--- config.mk ---
export PLATFORM = sky130hd
export DESIGN_NAME = game_session_ctrl
export DESIGN_NICKNAME = d
export VERILOG_FILES = /design/src/rtl/game_session_ctrl_pkg.sv /design/src/rtl/game_session_ctrl_btn_debounce.sv /design/src/rtl/game_session_ctrl.sv
export SDC_FILE = /design/constraint.sdc
export NUM_CORES = 1
export LEC_CHECK = 0
export BUFFER_PORTS_ARGS = -buffer_cell sky130_fd_sc_hd__buf_4
export CAP_MARGIN = 0
export CELL_PAD_IN_SITES_DETAIL_PLACEMENT = 0
export CELL_PAD_IN_SITES_GLOBAL_PLACEMENT = 1
export CORE_MARGIN = 5
export CORE_UTILIZATION = 45
export DETAILED_ROUTE_END_ITERATION = 10
export GPL_TIMING_DRIVEN = 0
export PLACE_DENSITY_LB_ADDON = 0.1
export SLEW_MARGIN = 20
export SYNTH_ARGS = -nofsm -noshare
export SYNTH_HDL_FRONTEND = slang
export SYNTH_SLANG_ARGS = --single-unit
export TNS_END_PERCENT = 100
--- constraint.sdc ---
create_clock -name clk -period 4.98 [get_ports clk]
set_input_delay 0.498 -clock clk [delete_from_list [all_inputs] [get_ports clk]]
set_output_delay 0.498 -clock clk [all_outputs]
set_load 0.005 [all_outputs]
--- src/rtl/game_session_ctrl_pkg.sv ---
// Shared definitions for the game session sequencer: session state encodings,
// the "no best score yet" marker and default timing/limit constants.
package game_pkg;

    // Session states, kept as plain constants for compatibility with legacy decoders
    localparam logic [2:0] ST_IDLE = 3'd0;
    localparam logic [2:0] ST_PLAY = 3'd1;
    localparam logic [2:0] ST_EVAL = 3'd2;
    localparam logic [2:0] ST_WON  = 3'd3;
    localparam logic [2:0] ST_LOST = 3'd4;

    localparam logic [3:0] BEST_NONE = 4'hF;

    localparam int DEBOUNCE_CYC_DEF = 1000000;
    localparam int MAX_ATTEMPTS_DEF = 10;
    localparam int EVAL_LAT_DEF     = 2;

endpackage

--- src/rtl/game_session_ctrl_btn_debounce.sv ---
// Button filter: the accepted level follows the raw level only after the two
// have differed for DEBOUNCE_CYC consecutive cycles; press marks a 0->1 acceptance.
module btn_debounce
    import game_pkg::*;
#(
    parameter int DEBOUNCE_CYC = DEBOUNCE_CYC_DEF
) (
    input  logic clk,
    input  logic resetb,
    input  logic raw,
    output logic level,
    output logic press
);

    localparam int             CW       = (DEBOUNCE_CYC > 1) ? $clog2(DEBOUNCE_CYC) : 1;
    localparam logic [CW-1:0]  CNT_LAST = CW'(DEBOUNCE_CYC - 1);
    localparam logic [CW-1:0]  CNT_ONE  = CW'(1);
    localparam logic [CW-1:0]  CNT_ZERO = {CW{1'b0}};

    logic [CW-1:0] cnt_q, cnt_d;
    logic          level_q, level_d;
    logic          press_q, press_d;

    // Next-state: count consecutive disagreeing cycles, flip level on the last one
    always_comb begin
        cnt_d   = cnt_q;
        level_d = level_q;
        press_d = 1'b0;
        if (raw == level_q) begin
            cnt_d = CNT_ZERO;
        end else if (cnt_q == CNT_LAST) begin
            cnt_d   = CNT_ZERO;
            level_d = raw;
            press_d = raw;
        end else begin
            cnt_d = cnt_q + CNT_ONE;
        end
    end

    // Filter state registers
    always_ff @(posedge clk or negedge resetb) begin
        if (!resetb) begin
            cnt_q   <= CNT_ZERO;
            level_q <= 1'b0;
            press_q <= 1'b0;
        end else begin
            cnt_q   <= cnt_d;
            level_q <= level_d;
            press_q <= press_d;
        end
    end

    assign level = level_q;
    assign press = press_q;

endmodule

--- src/rtl/game_session_ctrl.sv ---
// Session sequencer between the push buttons and the code-break engine: issues
// start/confirm pulses, tracks guesses and round outcome, and keeps statistics.
module game_session_ctrl
    import game_pkg::*;
#(
    parameter int DEBOUNCE_CYC = DEBOUNCE_CYC_DEF,
    parameter int EVAL_LAT     = EVAL_LAT_DEF,
    parameter int MAX_ATTEMPTS = MAX_ATTEMPTS_DEF,
    parameter int CNT_W        = 8
) (
    input  logic             clk,
    input  logic             resetb,
    input  logic             btn_start,
    input  logic             btn_confirm,
    input  logic             code_break,
    input  logic             timer_expires,
    output logic             start_pulse,
    output logic             confirm_pulse,
    output logic             round_active,
    output logic             round_won,
    output logic             round_lost,
    output logic [3:0]       attempts,
    output logic [CNT_W-1:0] wins,
    output logic [CNT_W-1:0] losses,
    output logic [3:0]       best_attempts
);

    localparam int               EW        = (EVAL_LAT > 0) ? $clog2(EVAL_LAT + 1) : 1;
    localparam logic [EW-1:0]    EVAL_LOAD = EW'(EVAL_LAT);
    localparam logic [EW-1:0]    EVAL_ONE  = EW'(1);
    localparam logic [EW-1:0]    EVAL_ZERO = {EW{1'b0}};
    localparam logic [3:0]       ATT_MAX   = 4'(MAX_ATTEMPTS);
    localparam logic [CNT_W-1:0] CNT_FULL  = {CNT_W{1'b1}};
    localparam logic [CNT_W-1:0] CNT_ONE   = CNT_W'(1);
    localparam logic [CNT_W-1:0] CNT_ZERO  = {CNT_W{1'b0}};

    logic             start_level_s, start_press_s, confirm_level_s, confirm_press_s;
    logic             start_ev_s, confirm_ev_s;
    logic [2:0]       state_q, state_d;
    logic [3:0]       attempts_q, attempts_d, best_q, best_d;
    logic [EW-1:0]    eval_q, eval_d;
    logic [CNT_W-1:0] wins_q, wins_d, losses_q, losses_d;
    logic             start_p_q, start_p_d, confirm_p_q, confirm_p_d;
    logic             active_q, won_q, lost_q;

    btn_debounce #(.DEBOUNCE_CYC(DEBOUNCE_CYC)) u_db_start (
        .clk(clk), .resetb(resetb), .raw(btn_start), .level(start_level_s), .press(start_press_s)
    );

    btn_debounce #(.DEBOUNCE_CYC(DEBOUNCE_CYC)) u_db_confirm (
        .clk(clk), .resetb(resetb), .raw(btn_confirm), .level(confirm_level_s), .press(confirm_press_s)
    );

    // A press always coincides with its accepted level rising; both views must agree
    assign start_ev_s   = start_press_s & start_level_s;
    assign confirm_ev_s = confirm_press_s & confirm_level_s;

    // Session FSM, attempt/eval counters and statistics next-state
    always_comb begin
        state_d     = state_q;
        attempts_d  = attempts_q;
        eval_d      = eval_q;
        wins_d      = wins_q;
        losses_d    = losses_q;
        best_d      = best_q;
        start_p_d   = 1'b0;
        confirm_p_d = 1'b0;
        case (state_q)
            ST_IDLE: begin
                if (start_ev_s) begin
                    start_p_d  = 1'b1;
                    attempts_d = 4'd0;
                    state_d    = ST_PLAY;
                end else begin
                    confirm_p_d = confirm_ev_s;
                end
            end
            ST_PLAY: begin
                if (timer_expires) begin
                    state_d = ST_LOST;
                end else if (confirm_ev_s) begin
                    confirm_p_d = 1'b1;
                    attempts_d  = (attempts_q < ATT_MAX) ? attempts_q + 4'd1 : attempts_q;
                    eval_d      = EVAL_LOAD;
                    state_d     = ST_EVAL;
                end else begin
                    state_d = ST_PLAY;
                end
            end
            ST_EVAL: begin
                if (eval_q != EVAL_ZERO) begin
                    eval_d  = eval_q - EVAL_ONE;
                    state_d = timer_expires ? ST_LOST : ST_EVAL;
                end else if (code_break) begin
                    state_d = ST_WON;
                end else if (attempts_q >= ATT_MAX) begin
                    state_d = ST_LOST;
                end else begin
                    state_d = ST_PLAY;
                end
            end
            ST_WON, ST_LOST: begin
                if (start_ev_s) begin
                    start_p_d  = 1'b1;
                    attempts_d = 4'd0;
                    state_d    = ST_PLAY;
                end else begin
                    state_d = state_q;
                end
            end
            default: begin
                state_d = ST_IDLE;
            end
        endcase

        // Statistics update once, on the cycle the outcome state is entered
        if ((state_d == ST_WON) && (state_q != ST_WON)) begin
            wins_d = (wins_q != CNT_FULL) ? wins_q + CNT_ONE : wins_q;
            best_d = (attempts_q < best_q) ? attempts_q : best_q;
        end else begin
            best_d = best_q;
        end
        if ((state_d == ST_LOST) && (state_q != ST_LOST)) begin
            losses_d = (losses_q != CNT_FULL) ? losses_q + CNT_ONE : losses_q;
        end else begin
            losses_d = losses_q;
        end
    end

    // Session state, statistics and registered status/pulse outputs
    always_ff @(posedge clk or negedge resetb) begin
        if (!resetb) begin
            state_q     <= ST_IDLE;
            attempts_q  <= 4'd0;
            eval_q      <= EVAL_ZERO;
            wins_q      <= CNT_ZERO;
            losses_q    <= CNT_ZERO;
            best_q      <= BEST_NONE;
            start_p_q   <= 1'b0;
            confirm_p_q <= 1'b0;
            active_q    <= 1'b0;
            won_q       <= 1'b0;
            lost_q      <= 1'b0;
        end else begin
            state_q     <= state_d;
            attempts_q  <= attempts_d;
            eval_q      <= eval_d;
            wins_q      <= wins_d;
            losses_q    <= losses_d;
            best_q      <= best_d;
            start_p_q   <= start_p_d;
            confirm_p_q <= confirm_p_d;
            active_q    <= (state_d == ST_PLAY) || (state_d == ST_EVAL);
            won_q       <= (state_d == ST_WON);
            lost_q      <= (state_d == ST_LOST);
        end
    end

    assign start_pulse   = start_p_q;
    assign confirm_pulse = confirm_p_q;
    assign round_active  = active_q;
    assign round_won     = won_q;
    assign round_lost    = lost_q;
    assign attempts      = attempts_q;
    assign wins          = wins_q;
    assign losses        = losses_q;
    assign best_attempts = best_q;

endmodule
==> key figures <==
Clocking
  – CTS clock-pin slew for the worst setup and hold paths: 0.09 ns
  – Post-cts resize count: 0
  – Clock tree buffer depth: 2
  – CTS hold repair buffers: 0
  – Num CTS Buffers: 9
  – CTS tree: built
  – Post-CTS Setup Repair Bufs: 0
  – Root Driver: clkbuf_8
  – Worst-Skew Late Latency: 0.34 ns
  – Max H-tree Level: 3
  – Clock Sink Count: a little under 80

Pwr
  – Sw Ratio: 0.280
  – Sequential Power Share: 0.554
  – Clk pwr share: 0.322
  – Comb pwr share: 0.124
  – Power per standard cell area: 293 mW/mm2
  – Leakage: 0.00195 uW
  – Total power: 1290 uW
  – Peak supply drop: 0.000123 V
  – Internal Power: just over 900 uW
  – Sw power: 360 uW

Detailed routing
  – DR pass1 iterations: 4
  – Post-route DRC: 0
  – DR vias: 2701
  – Final ANT Viol Nets: 0
  – Initial DRC count: 119
  – Final WL: 7300 um
  – WL/cell: 14.0 um
  – Via density: between 5 and 6

Job
  – Max_cap viols: 0

Critical path
  – Worst-path fanout max: 10
  – Crit path launch: attempts[0]
  – Crit path required time: 5.20 ns
  – Critical R2R Launch: attempts[0]
  – Worst path arrival time: around 2.6 ns
  – Critical path class: reg2reg
  – Endpoint type of the worst setup path: flop
  – CP Launch Type: flop

Logic synthesis
  – Most numerous cell in the Yosys netlist: dfrtp_1
  – Cells after Synth: roughly 370
  – Post-synthesis register bit count: 78
  – Synth top area cells: dfrtp_1 (48%), xnor2_1 (6.4%), xor2_1 (5.0%)
  – Post-synth top flop: dfrtp_1
  – Syn_nets: 381
  – Top cell type's share of synthesized area: 0.483
  – FFs w/ async S/R, synth: 1.00
  – Sequential area share after synthesis: 0.511
  – Yosys warning count: 0
  – Synth Cell Area: 0.00383 mm2
  – Post-synth EDFFs: 0
  – Commonest cells in the netlist: dfrtp_1 (74), nor2_1 (51), xnor2_1 (28)
  – Unique masters post-synth: 46
  – Yosys top cell by area: dfrtp_1
  – Syn avg cell area: 10.5 um2

Finish
  – Synth-to-Final Area Change: 14.5%
  – Layout Cells excl Fill: 520
  – N_diodes: 0
  – Fillers: 783
  – Multi-input combinational cell area: around 0.0018 mm2
  – Fin util: 0.532
  – Final nets: 426
  – Sequential standard cell area: a little under 0.002 mm2
  – Ratio of cells with drive above 1 in the final layout: 0.183

Place
  – Placed cell count: 504
  – Gpl congestion: roughly 0.75
  – Dpl hpwl: 5050 um
  – Port-buffer cells: 34

Timing
  – Period utilisation layout: 0.466
  – Worst Max-Slew Pin Slew: 0.915 ns
  – Final Hold Vio Count: 0
  – RSZ-0062 raised after global routing: false
  – Setup TNS: 0 ns
  – Rel. slew slack: 0.384
  – Setup Skew: 0.0140 ns
  – Fmax: 431 MHz
  – Final setup violating endpoints: 0
  – Period minus WS final: roughly 2.3 ns
  – Final Slew Violations: 0

Global routing
  – First-pass GRT wire length: 12800 um
  – GRT overflow: 0
  – Largest net degree at the start of global routing: 79
  – Initial antenna violation count: 0
  – Vias in the first global route: 2715
  – Tot GR Track Use: 0.156

Floorplanning
  – Full die area: approximately 0.010 mm2
  – Starting Density: 0.464
  – Chip Height: 102 um
  – # IOs: 35
  – Die W: 102 um
  – Core area: 0.00826 mm2
  – FP Rows: 33

Worst hold path
  – Worst min path class: in2async

Run status
  – Status: completed
-- stage by stage --
| step | setup WS (ns) | hold WS (ns) | instance area (um2) |
|---|---|---|---|
| floorplan | 2.89 | 0.202 | 3830 |
| global placement | 2.65 | 0.483 | 4220 |
| detailed placement | 2.65 | 0.489 | 4220 |
| CTS | 2.63 | 0.350 | 4390 |
| global route | 2.46 | 0.241 | 4390 |
| finish | 2.66 | 0.172 | 4390 |
-- worst max-delay path, stage by stage (launching register included) --
cell      delay, ns
dfrtp_1        0.43
inv_1          0.10
ha_1           0.20
nor3_1         0.13
o21ai_0        0.15
o2111a_1       0.26
buf_2          0.20
nor3b_1        0.35
mux2_2         0.38
-- final timing paths --
check / endpoint / slack [ns] / depth (start not counted)
setup / recovery: wins[1] / 2.66 / 8
hold / removal: attempts[2] / 0.17 / 1
setup reg to reg: wins[1] / 2.66 / 8
hold reg to reg: best_attempts[2] / 0.50 / 2
max in group asynchronous: round_lost / 4.32 / 1
min in group clk: u_db_start.level / 0.42 / 2
-- flip-flops by register name, summed over array words and instances (netlist names) --
signal and flops:
best_attempts 4, confirm_pulse 1, start_pulse 1, u_db_confirm.press 1, round_won 1, u_db_start.cnt_q 20
round_active 1, u_db_confirm.level 1, eval_q 2, wins 8, state_q 3, losses 8
round_lost 1, u_db_start.level 1, u_db_start.press 1, u_db_confirm.cnt_q 20, attempts 4
-- routing by layer --
| metal | vias to the layer above | global-route usage | wire length, um |
|---|---|---|---|
| met2 | 32 | 0.247 | 3420 |
| met4 | 0 | 0.0716 | 112 |
| met1 | 1313 | 0.208 | 3480 |
| li1 | 1350 | - | - |
| met5 | - | 0 | 0 |
| met3 | 6 | 0.0294 | 290 |
-- power by group through the flow --
stage          combinational, uW  clock (uW)  sequential (uW)
2_1_floorplan               86.9           0              717
3_3_place_gp                 161           0              723
3_5_place_dp                 163           0              724
4_1_cts                      163         430              713
5_1_grt                      181         462              720
6_report                     159         414              712
-- area by class of cell --
type / instances / share of cell area
sequential: 78 / 0.446
multi-input combinational: 264 / 0.403
timing repair buffer: 34 / 0.0590
tap: 105 / 0.0299
clock buffer: 10 / 0.0291
inverter: 17 / 0.0145
buffer: 6 / 0.00941
clock inverter: 6 / 0.00884
-- placed cells by master, fill, tap and decap left out, types with 5 or more instances in the layout --
master / count
nand2b_1: 5
nand4_1: 10
nor4_1: 7
dfrtp_1: 74
nand2_1: 20
and3_1: 8
buf_4: 35
mux2_2: 10
nor3_1: 16
ha_1: 10
xor2_1: 22
nor2_1: 51
inv_1: 17
nand3_1: 27
clkbuf_8: 9
xnor2_1: 28
nor3b_1: 5
-- cells by family (layout without fill, tap and decap cells) --
family,Yosys count,after routing,share of synthesized area
and+or+nand+nor,167,167,0.224
adders and majority gates,10,10,0.0326
muxes,13,13,0.0372
DFF,78,78,0.511
xor gates and xnor gates,50,50,0.114
buffers and inverters,23,73,0.0274
AOI/OAI and AO/OA,24,24,0.0542
Power figures use the tool's default switching activity.
